$ cat config.mk
export PLATFORM = sky130hd
export DESIGN_NAME = mem_port_arbiter
export DESIGN_NICKNAME = d
export VERILOG_FILES = /design/src/rtl/mem_port_arbiter_pkg.sv /design/src/rtl/mem_port_arbiter_pick.sv /design/src/rtl/mem_port_arbiter.sv
export SDC_FILE = /design/constraint.sdc
export NUM_CORES = 1
export LEC_CHECK = 0
export ABC_AREA = 1
export CAP_MARGIN = 20
export CORE_MARGIN = 2
export CORE_UTILIZATION = 40
export CTS_BUF_LIST = sky130_fd_sc_hd__clkbuf_8 sky130_fd_sc_hd__clkbuf_16
export DETAILED_ROUTE_END_ITERATION = 7
export GPL_ROUTABILITY_DRIVEN = 0
export PLACE_DENSITY_LB_ADDON = 0.1
export SLEW_MARGIN = 20
export SYNTH_ARGS = -nofsm -noshare
export SYNTH_HDL_FRONTEND = slang
export SYNTH_HIERARCHICAL = 1
export SYNTH_SLANG_ARGS = --single-unit
$ cat constraint.sdc
create_clock -name clk -period 3.9 [get_ports clk]
set_clock_uncertainty 0.15 [all_clocks]
set_input_delay 0.78 -clock clk [delete_from_list [all_inputs] [get_ports clk]]
set_output_delay 0.78 -clock clk [all_outputs]
set_load 0.02 [all_outputs]
$ cat src/rtl/mem_port_arbiter_pkg.sv
// Shared types and defaults for the fetch/data memory port arbiter.
package mem_port_arbiter_pkg;

    typedef enum logic [1:0] {
        ST_IDLE  = 2'd0,
        ST_ISSUE = 2'd1,
        ST_WAIT  = 2'd2
    } state_t;

    typedef enum logic {
        OWN_IF = 1'b0,
        OWN_D  = 1'b1
    } owner_t;

    localparam int          DEF_MAX_STREAK     = 4;
    localparam int          DEF_TIMEOUT_CYCLES = 64;
    localparam logic [31:0] DEF_ERR_DATA       = 32'h0000_0000;

endpackage

$ cat src/rtl/mem_port_arbiter_pick.sv
// Two-way fetch/data picker: data wins unless fetch has waited through
// MAX_STREAK back-to-back data grants.
module mem_arb_pick
    import mem_port_arbiter_pkg::*;
#(
    parameter int MAX_STREAK = DEF_MAX_STREAK
) (
    input  logic   clk,
    input  logic   rst,
    input  logic   take,
    input  logic   if_req,
    input  logic   d_req,
    output logic   gnt_en,
    output owner_t winner
);

    localparam int SW = $clog2(MAX_STREAK + 1);

    logic [SW-1:0] streak;
    logic          starved;

    always_comb begin
        starved = if_req && d_req && (streak == SW'(MAX_STREAK));
        gnt_en  = take && (if_req || d_req);
        winner  = (d_req && !starved) ? OWN_D : OWN_IF;
    end

    // NOTE: state registers use non-blocking assignments so every flop samples pre-edge values.
    always_ff @(posedge clk) begin
        if (rst) begin
            streak <= '0;
        end else if (gnt_en) begin
            if (winner == OWN_D && if_req) begin
                if (streak != SW'(MAX_STREAK))
                    streak <= streak + 1'b1;
            end else begin
                streak <= '0;
            end
        end
    end

endmodule

$ cat src/rtl/mem_port_arbiter.sv
// Shares one memory port between fetch and load/store; one access in flight,
// sequenced IDLE -> ISSUE -> (WAIT) -> IDLE with a per-access timeout.
module mem_port_arbiter
    import mem_port_arbiter_pkg::*;
#(
    parameter int          MAX_STREAK     = DEF_MAX_STREAK,
    parameter int          TIMEOUT_CYCLES = DEF_TIMEOUT_CYCLES,
    parameter logic [31:0] ERR_DATA       = DEF_ERR_DATA
) (
    input  logic        clk,
    input  logic        rst,
    input  logic        if_req,
    input  logic [31:0] if_addr,
    output logic        if_gnt,
    output logic        if_rvalid,
    output logic [31:0] if_rdata,
    input  logic        d_req,
    input  logic        d_we,
    input  logic [31:0] d_addr,
    input  logic [31:0] d_wdata,
    input  logic [3:0]  d_wmask,
    input  logic [3:0]  d_rmask,
    output logic        d_gnt,
    output logic        d_rvalid,
    output logic [31:0] d_rdata,
    output logic        mem_req,
    output logic        mem_we,
    output logic [31:0] mem_addr,
    output logic [31:0] mem_wdata,
    output logic [3:0]  mem_mask,
    input  logic        mem_ready,
    input  logic        mem_rvalid,
    input  logic [31:0] mem_rdata,
    output logic        busy,
    output logic        timeout_err
);

    localparam int TW = $clog2(TIMEOUT_CYCLES) + 1;

    state_t        state, state_next;
    owner_t        owner, winner;
    logic          gnt_en;
    logic          lat_we;
    logic [31:0]   lat_addr, lat_wdata;
    logic [3:0]    lat_mask;
    logic [TW-1:0] tmo_cnt;
    logic          tmo_last, resp_fire, tmo_fire;
    logic [31:0]   resp_data;

    mem_arb_pick #(.MAX_STREAK(MAX_STREAK)) u_pick (
        .clk    (clk),
        .rst    (rst),
        .take   (state == ST_IDLE),
        .if_req (if_req),
        .d_req  (d_req),
        .gnt_en (gnt_en),
        .winner (winner)
    );

    assign tmo_last = (tmo_cnt == TW'(TIMEOUT_CYCLES - 1));

    always_ff @(posedge clk) begin
        if (rst) state <= ST_IDLE;
        else     state <= state_next;
    end

    // A completing write beats the timeout; a read accepted on the last cycle does not.
    always_comb begin
        state_next = state;
        resp_fire  = 1'b0;
        resp_data  = '0;
        tmo_fire   = 1'b0;
        case (state)
            ST_IDLE: begin
                if (gnt_en) state_next = ST_ISSUE;
            end
            ST_ISSUE: begin
                if (mem_ready && lat_we) begin
                    resp_fire  = 1'b1;
                    state_next = ST_IDLE;
                end else if (tmo_last) begin
                    tmo_fire   = 1'b1;
                    resp_fire  = 1'b1;
                    resp_data  = ERR_DATA;
                    state_next = ST_IDLE;
                end else if (mem_ready) begin
                    state_next = ST_WAIT;
                end
            end
            ST_WAIT: begin
                if (mem_rvalid) begin
                    resp_fire  = 1'b1;
                    resp_data  = mem_rdata;
                    state_next = ST_IDLE;
                end else if (tmo_last) begin
                    tmo_fire   = 1'b1;
                    resp_fire  = 1'b1;
                    resp_data  = ERR_DATA;
                    state_next = ST_IDLE;
                end
            end
            default: state_next = ST_IDLE;
        endcase
    end

    always_ff @(posedge clk) begin
        if (rst) begin
            owner       <= OWN_IF;
            lat_we      <= 1'b0;
            lat_addr    <= '0;
            lat_wdata   <= '0;
            lat_mask    <= '0;
            tmo_cnt     <= '0;
            if_gnt      <= 1'b0;
            d_gnt       <= 1'b0;
            if_rvalid   <= 1'b0;
            d_rvalid    <= 1'b0;
            if_rdata    <= '0;
            d_rdata     <= '0;
            timeout_err <= 1'b0;
        end else begin
            if_gnt    <= gnt_en && (winner == OWN_IF);
            d_gnt     <= gnt_en && (winner == OWN_D);
            if_rvalid <= resp_fire && (owner == OWN_IF);
            d_rvalid  <= resp_fire && (owner == OWN_D);
            tmo_cnt   <= (state == ST_IDLE) ? '0 : tmo_cnt + 1'b1;

            if (gnt_en) begin
                owner <= winner;
                if (winner == OWN_D) begin
                    lat_we    <= d_we;
                    lat_addr  <= d_addr;
                    lat_wdata <= d_wdata;
                    lat_mask  <= d_we ? d_wmask : d_rmask;
                end else begin
                    lat_we    <= 1'b0;
                    lat_addr  <= if_addr;
                    lat_wdata <= '0;
                    lat_mask  <= 4'hF;
                end
            end

            if (resp_fire) begin
                if (owner == OWN_IF) if_rdata <= resp_data;
                else                 d_rdata  <= resp_data;
            end

            if (tmo_fire) timeout_err <= 1'b1;
        end
    end

    assign busy      = (state != ST_IDLE);
    assign mem_req   = (state == ST_ISSUE);
    assign mem_we    = mem_req && lat_we;
    assign mem_addr  = lat_addr;
    assign mem_wdata = lat_wdata;
    assign mem_mask  = lat_mask;

endmodule

; ---- Word level (Yosys, flattened, before mapping)
; Index checks and enable logic that the tools add are counted.
[totals]
register_bits = 151
inputBits = 143
output_inout_bits = 140
[op_classes]
n_addsub = 2
n_eq_ne = 9
muxes = 24
bitwise_logic = 2
reduce_logical = 20
[ops]
columns = cell, count
row1 = 32-bit two-way mux, 4
row2 = 2-bit two-way mux, 6
row3 = 1-bit logical AND, 11
row4 = 4-bit two-way mux, 2
row5 = "7-bit by 1-bit adder with 7-bit output, second input constant", 1
row6 = "7-bit by 6-bit == test with 1-bit output, second input constant", 1
row7 = 1-bit two-way mux, 7
row8 = 3-bit two-way mux, 2
row9 = "3-bit inequality test, second input constant", 2
row10 = 2-bit one-hot mux with 3 select lines, 1
row11 = 2-bit AND reduction, 3
row12 = "2-bit inequality test, second input constant", 2
row13 = "4-bit by 1-bit inequality test with 1-bit output, second input constant", 1
row14 = 1-bit one-hot mux with 2 select lines, 2
row15 = "3-bit by 1-bit adder with 3-bit output, second input constant", 1
row16 = "3-bit == test, second input constant", 1
row17 = 3-bit AND reduction, 1
row18 = "2-bit by 1-bit == test with 1-bit output, second input constant", 1
row19 = "2-bit == test, second input constant", 1
row20 = 2-bit zero test, 1
row21 = 1-bit inverter, 2
row22 = 2-bit nonzero test, 1
row23 = 2-bit OR reduction, 1
row24 = 1-bit zero test, 1
row25 = 1-bit logical OR, 1

; ---- Depth between registers and ports, before layout
; Gate-level depths: netlist of the first run.
[depth]
word_depth = 8
mapped_depth = 12
depth_no_buf = 11

; ---- Hierarchy
; Netlist of the first run, hierarchy kept.
[modules_own_cells]
columns = module, n_inst, cells_per_inst, area_per_inst_um2, seq_area_each_um2
row1 = mem_port_arbiter, 1, 808, 5993.2, 2962.8
row2 = mem_arb_pick, 1, 37, 221.5, 60.1

; ---- Worst setup path before layout of the first run
; Ideal clock, no wire load.
[synth_timing]
kind = input -> register
from = input d_req
to = register lat_addr[15] (netlist: mem_addr[15])
setup_time_ns = 0.074
t_arrival_ns = 1.755
required_time_ns = 3.676
slack_ns = 1.921
cell_stages = 8
cell_sequence = nor2_1 nor2_2 buf_2 inv_1 buf_2 buf_2 nand2_1 a31oi_1
[synth_between]
word_cells_on_any_way = 8
classes_between = mux (2) / reduce/logical (6)
[synth_lines]
columns = item, line_no
row1 = start: declaration, mem_port_arbiter.sv:17  ; input logic d_req,
row2 = 1-bit logical OR, mem_port_arbiter_pick.sv:24  ; gnt_en = take && (if_req || d_req);
row3 = 1-bit logical AND, mem_port_arbiter_pick.sv:24
row4 = named net gnt_en, mem_port_arbiter.sv:42  ; logic gnt_en;
row5 = end signal: assignment, mem_port_arbiter.sv:132  ; lat_addr <= d_addr;
row6 = end signal: assignment, mem_port_arbiter.sv:137  ; lat_addr <= if_addr;
row7 = end: declaration, mem_port_arbiter.sv:44  ; logic [31:0] lat_addr, lat_wdata;
; The timed path passes the listed nets, and every way through them passes these cells.
; A chain may end at the register's enable or synchronous reset.

; ---- Worst setup path after layout of the first run
[layout_timing]
from = register state[0]
to = output busy
[layout_between]
elab_chain_len = 1
[layout_lines]
columns = item, line_no
row1 = start: declaration, mem_port_arbiter.sv:40  ; state_t state, state_next;
row2 = start signal: assignment, mem_port_arbiter.sv:64  ; else state <= state_next;
row3 = 2-bit nonzero test, mem_port_arbiter.sv:152  ; assign busy = (state != ST_IDLE);
row4 = end: declaration, mem_port_arbiter.sv:34  ; output logic busy,
; Every way passes these cells.

==> results.toml, run 1 <==
[hold_path]
hold_path_depth = 1
holdCritPathClass = "flop to flop"

[synthesis]
yosysSeqAreaShare_pct = 48.6
synth_compound_area_share_pct = 7.93
ys_types = 33
synth_xor_area_share_pct = 0
synth_fp_nets = 995
syn_inst = 845
synthMuxAreaShare_pct = 0
synth_top_family_by_area = "simple AND/OR/NAND/NOR gates"
synthAdderAreaFrac_pct = 1.41
synth_seq_cells = 151
syn_avg_cell_area_um2 = 7.35
syn-cell-area_mm2 = 0.00621
yosys.area_share.simple_pct = 33.3
ys.warnings.count = 6

[sta]
hold_violations = 0
maxSlewViolCount = 0
min_period_ns = 2.85
setup_viol = 0
worst_pin_slew_ns = 0.710
rsz0062_at_grt = "no"
fmax_ghz = 0.351
fin_tns_setup_ns = 0
holdWs_ns = 0.292
finalCritPeriodShare_pct = 73.0
slew_headroom_pct = 52.6

[route]
avgViaCountPerCell = 4.84
ant_nets = 0
top_layer = "met4"
drt_iter0_markers = 383
dr_wl_met2_mm = 9.11
drcViolationCount = 0
wl_per_cell_um = 14.7
wirelength_mm = 19.2
vias = 6308
wl_met3_mm = 1.62
dr.pass1.iters = 5
wl_met1_mm = 8.09

[cts]
cts_buffers = 17
clk_pin_slew_ns = 0.06
clock_latency_ns = 0.42
postCtsHoldBufs = 0
clockBufferDepth = 2
cts-root-buf = "clkbuf_16"
htree_num_levels = 4
post_cts_buffers = 0
cts.sinks = 151
post_cts_resized = 0
cts_tree = "built"

[die]
io_pins = 283
rows = 45
core_area_mm2 = 0.0152
die_w_um = 129
design.die.area_mm2 = 0.0165
die_h_um = 129
start_util_pct = 40.9

[worst_setup_path]
reg2reg_depth = 10
path_common_cell = "inv_1"
cp.required_ns = 2.97
crit_type = "flop to output pin"
path_buf_inv = 3
cp_top_family = "buffers and inverters"
cpPeakStageDelay_ns = 0.62
critPathSlowestCell = "clkdlybuf4s50_1"
arrival_ns = 1.92
path_max_fanout = 7
cp_cell_sequence = "inv_1 -> ha_1 -> inv_1 -> clkdlybuf4s50_1"
crit_path_end_kind = "output pin"
startpoint_type = "flop"
crit_cells = 4

[layout]
nets = 1253
area_growth_pct = 56.7
layout_common_cells = "clkdlybuf4s50_1, nand2_1, dfxtp_1"
diodes = 0
drive_gt1_share_pct = 5.56
fill_cells = 1343
fin_util_pct = 64.1
seqCellArea_mm2 = 0.00302
final_common_cell = "clkdlybuf4s50_1"
multi_input_area_mm2 = 0.00266

[global_routing]
grt-ovfl-total = 0
grt_usage_pct = 22.8
grt_antenna_before_repair = 0
grt_max_degree = 72
grt_pass1_vias = 6053
grt_pass1_wl_mm = 30.0

[pwr]
peakVddDrop_uv = 345
powerDensity_mw_per_mm2 = 590
p_total_uw = 5740
leakagePower_uw = 0.00415

[placement]
dp_hpwl_mm = 13.3
port_buffers = 282

[status]
status = "completed"

[run]
drv_cap = 0
-- worst register-to-register path: cells and delay by family (launching register included) --
family	cells	cell delay, ns
buf+inv	3	0.47
simple gates	6	1.09
fa+ha+maj	1	0.32
flops	1	0.36
-- cell usage after synthesis --
library cell,instances,area share (%)
o21a_1,1,0.12
dfxtp_1,151,49
buf_2,26,2.1
clkinv_1,2,0.12
a32o_1,32,5.2
nor2_4,2,0.36
nand4_1,1,0.10
ha_1,7,1.4
inv_1,64,3.9
a31oi_1,2,0.20
nor3b_1,2,0.24
buf_1,6,0.36
nand3b_1,1,0.12
inv_2,8,0.48
nand2_1,243,15
buf_6,4,0.72
buf_4,1,0.12
nand3_2,1,0.16
nor3_1,2,0.16
clkbuf_1,14,0.85
o21ai_0,1,0.080
inv_4,1,0.10
and2_1,1,0.10
nor2_2,3,0.30
a21oi_1,18,1.4
o21ai_1,1,0.080
o211ai_1,4,0.48
nand2_2,4,0.40
o31ai_1,2,0.24
nor2_1,138,8.3
nand3_1,99,8.0
o21bai_1,1,0.12
nand2_4,2,0.36
-- registers in the layout (all words and copies together) (netlist names), 2 cells and up --
register,cells
state,2
u_pick/streak,3
tmo_cnt,7
mem_addr,32
mem_mask,4
d_rdata,32
if_rdata,32
mem_wdata,32
-- cells by family after synthesis --
kind of cell	Yosys count
AO/OA/AOI/OAI	62
adder cells (fa/ha/maj)	7
buffers and inverters	126
flip-flops	151
AND/OR/NAND/NOR	499
-- final timing paths --
kind / from / to / slack [ns]
worst max register to register: state[0]$_SDFFE_PP0P_ / if_rdata[26]$_SDFFE_PP0P_ / 1.45
worst max-delay path: state[0]$_SDFFE_PP0P_ / busy / 1.05
worst min-delay path: tmo_cnt[0]$_SDFF_PP0_ / tmo_cnt[0]$_SDFF_PP0_ / 0.29
worst min register to register: tmo_cnt[0]$_SDFF_PP0_ / tmo_cnt[0]$_SDFF_PP0_ / 0.29
-- per-stage QoR --
stage / setup slack [ns] / instances / cell area [um2]
after global routing: 0.950 / 1303 / 9740
after CTS: 1.03 / 1303 / 9740
final: 1.05 / 1303 / 9740
after global placement: 0.936 / 1272 / 9100
after detailed placement: 0.937 / 1272 / 9100
after floorplan: 1.92 / 845 / 6210
-- layer usage --
metal | vias up | track usage [%]
met5 | - | 0
met4 | 0 | 7.35
met3 | 27 | 8.23
met2 | 243 | 38.5
met1 | 2844 | 27.2
li1 | 3194 | -
-- final cells by class --
type,count,area share [%]
clock inverters,13,2.09
inverters,75,2.94
well taps,188,2.41
flip-flops and latches,151,31.0
clock buffers,18,4.51
multi-input cells,568,27.3
repair buffers,290,29.7
-- where the power goes --
| part | leakage [uW] | switching [uW] | internal, uW | total, uW |
|---|---|---|---|---|
| registers | 0.00123 | 131 | 1790 | 1920 |
| logic | 0.00262 | 1180 | 841 | 2030 |
| clock network | 0.000304 | 652 | 1150 | 1800 |
Note: power is estimated with default switching activity, not from simulation.
==> run 2: changes to the inputs <==
CORE_UTILIZATION = 38   (was 40)
clock period = 2.6 ns   (was 3.9 ns; I/O delays follow)
==> results.toml, run 2 (synthesis results as in run 1) <==
[pwr]
switchingPower_uw = 2980
p_clk_share_pct = 31.9
sw_frac_of_total_pct = 33.6
p_seq_share_pct = 32.5
powerDensity_mw_per_mm2 = 891
p_int_uw = 5870
p_comb_share_pct = 35.6
peakVddDrop_uv = 429
leakagePower_uw = 0.00424

[layout]
fill_cells = 1431
area_growth_pct = 59.8
drive_gt1_share_pct = 6.14
final_common_cell = "clkdlybuf4s50_1"
diodes = 0
nets = 1261
layout_common_cells = "clkdlybuf4s50_1, nand2_1, dfxtp_1"

[global_routing]
grt_pass1_vias = 5992
grt_usage_pct = 22.1
grt_antenna_before_repair = 0
grt_max_degree = 59
grt_pass1_wl_mm = 31.1
grt-ovfl-total = 0

[worst_setup_path]
path_common_cell = "inv_1"
startpoint_type = "flop"
cp.required_ns = 1.93
cp_top_family = "buffers and inverters"
crit_path_end_kind = "output pin"
path_max_fanout = 3
reg2reg_depth = 10
critPathSlowestCell = "clkdlybuf4s50_1"
arrival_ns = 1.74
path_buf_inv = 3
cpPeakStageDelay_ns = 0.59
crit_cells = 5
cp_cell_sequence = "inv_1 -> ha_1 -> nand2_1 -> inv_1 -> clkdlybuf4s50_1"
crit_type = "flop to output pin"

[cts]
postCtsHoldBufs = 0
cts.sinks = 151
clockBufferDepth = 2
cts_buffers = 17
cts-root-buf = "clkbuf_16"
cts_tree = "built"
clk_pin_slew_ns = 0.06
htree_num_levels = 4
post_cts_buffers = 0
clock_latency_ns = 0.42

[route]
ant_nets = 0
wl_per_cell_um = 14.5
vias = 6259
wirelength_mm = 19.4
drcViolationCount = 0
avgViaCountPerCell = 4.67
drt_iter0_markers = 311
dr.pass1.iters = 4

[die]
io_pins = 283
die_w_um = 132
design.die.area_mm2 = 0.0174
core_area_mm2 = 0.0159
rows = 46
start_util_pct = 39.0
die_h_um = 132

[sta]
maxSlewViolCount = 0
holdWs_ns = 0.297
fin_tns_setup_ns = 0
slew_headroom_pct = 76.2
min_period_ns = 2.41
worst_pin_slew_ns = 0.357
rsz0062_at_grt = "no"
hold_violations = 0
finalCritPeriodShare_pct = 92.8
fmax_ghz = 0.414
setup_viol = 0

[status]
status = "completed"

[hold_path]
holdCritPathClass = "flop to flop"
hold_path_depth = 1

[placement]
port_buffers = 282
dp_hpwl_mm = 13.7

[run]
drv_cap = 0
==> run 2: cell count changes in the layout (fill, tap and decap cells not counted), sizes merged <==
cell and change:
buf +8, bufinv +1, clkbuf +1, clkdlybuf4s50 -1, clkinv -1, clkinvlp -2
dlygate4sd2 +1, inv +1
==> run 2: metal layers <==
| layer | wire length, um | vias up | global-route usage [%] |
|---|---|---|---|
| li1 | - | 3209 | - |
| met4 | 233 | 0 | 6.76 |
| met3 | 1680 | 22 | 8.19 |
| met5 | 0 | - | 0 |
| met1 | 8260 | 2831 | 26.7 |
| met2 | 9250 | 197 | 36.7 |
==> run 2: power by group through the flow <==
stage          Combinational (uW)  Clock (uW)  Sequential (uW)
3_5_place_dp                 3170           0             2920
3_3_place_gp                 3170           0             2920
4_1_cts                      3180        2860             2880
5_1_grt                      3440        2960             2920
6_report                     3150        2820             2880
2_1_floorplan                1430           0             3310
==> run 2: what timing repair did <==
action	in CTS	in global routing
setup endpoints to repair	1	0
resized for setup	1	0
hold endpoints to repair	0	0
==> run 2: final timing paths <==
kind                                       startpoint                        end  slack (ns)
worst min-delay path            tmo_cnt[0]$_SDFF_PP0_      tmo_cnt[0]$_SDFF_PP0_        0.30
worst max register to register  state[0]$_SDFFE_PP0P_  if_rdata[21]$_SDFFE_PP0P_        0.57
worst min register to register  tmo_cnt[0]$_SDFF_PP0_      tmo_cnt[0]$_SDFF_PP0_        0.30
worst max-delay path            state[1]$_SDFFE_PP0P_                     mem_we        0.19
==> run 2: final cells by class <==
cell class | instances | area [um2] | share of cell area (%)
sequential | 151 | 3020 | 30.4
timing repair buffer | 298 | 3020 | 30.4
multi-input combinational | 568 | 2660 | 26.8
clock buffer | 19 | 453 | 4.56
inverter | 75 | 287 | 2.88
tap | 216 | 270 | 2.72
clock inverter | 12 | 225 | 2.27
==> run 2: stage by stage <==
stage          instance area, um2  util, %  setup WS (ns)  std cells  total power (uW)
2_1_floorplan                6210        -          0.725        845              4740
3_3_place_gp                 9260     58.1          0.323       1308              6090
3_5_place_dp                 9260     58.1          0.286       1308              6090
4_1_cts                      9930     62.3          0.158       1339              8920
5_1_grt                      9930     62.3          0.108       1339              9320
6_report                     9930     62.3          0.186       1339              8850
==> run 3: changes to the inputs <==
CAP_MARGIN = 10   (was 20)
==> results of run 3 <==
No change in the layout: final DEF, timing and power equal those of run 2.
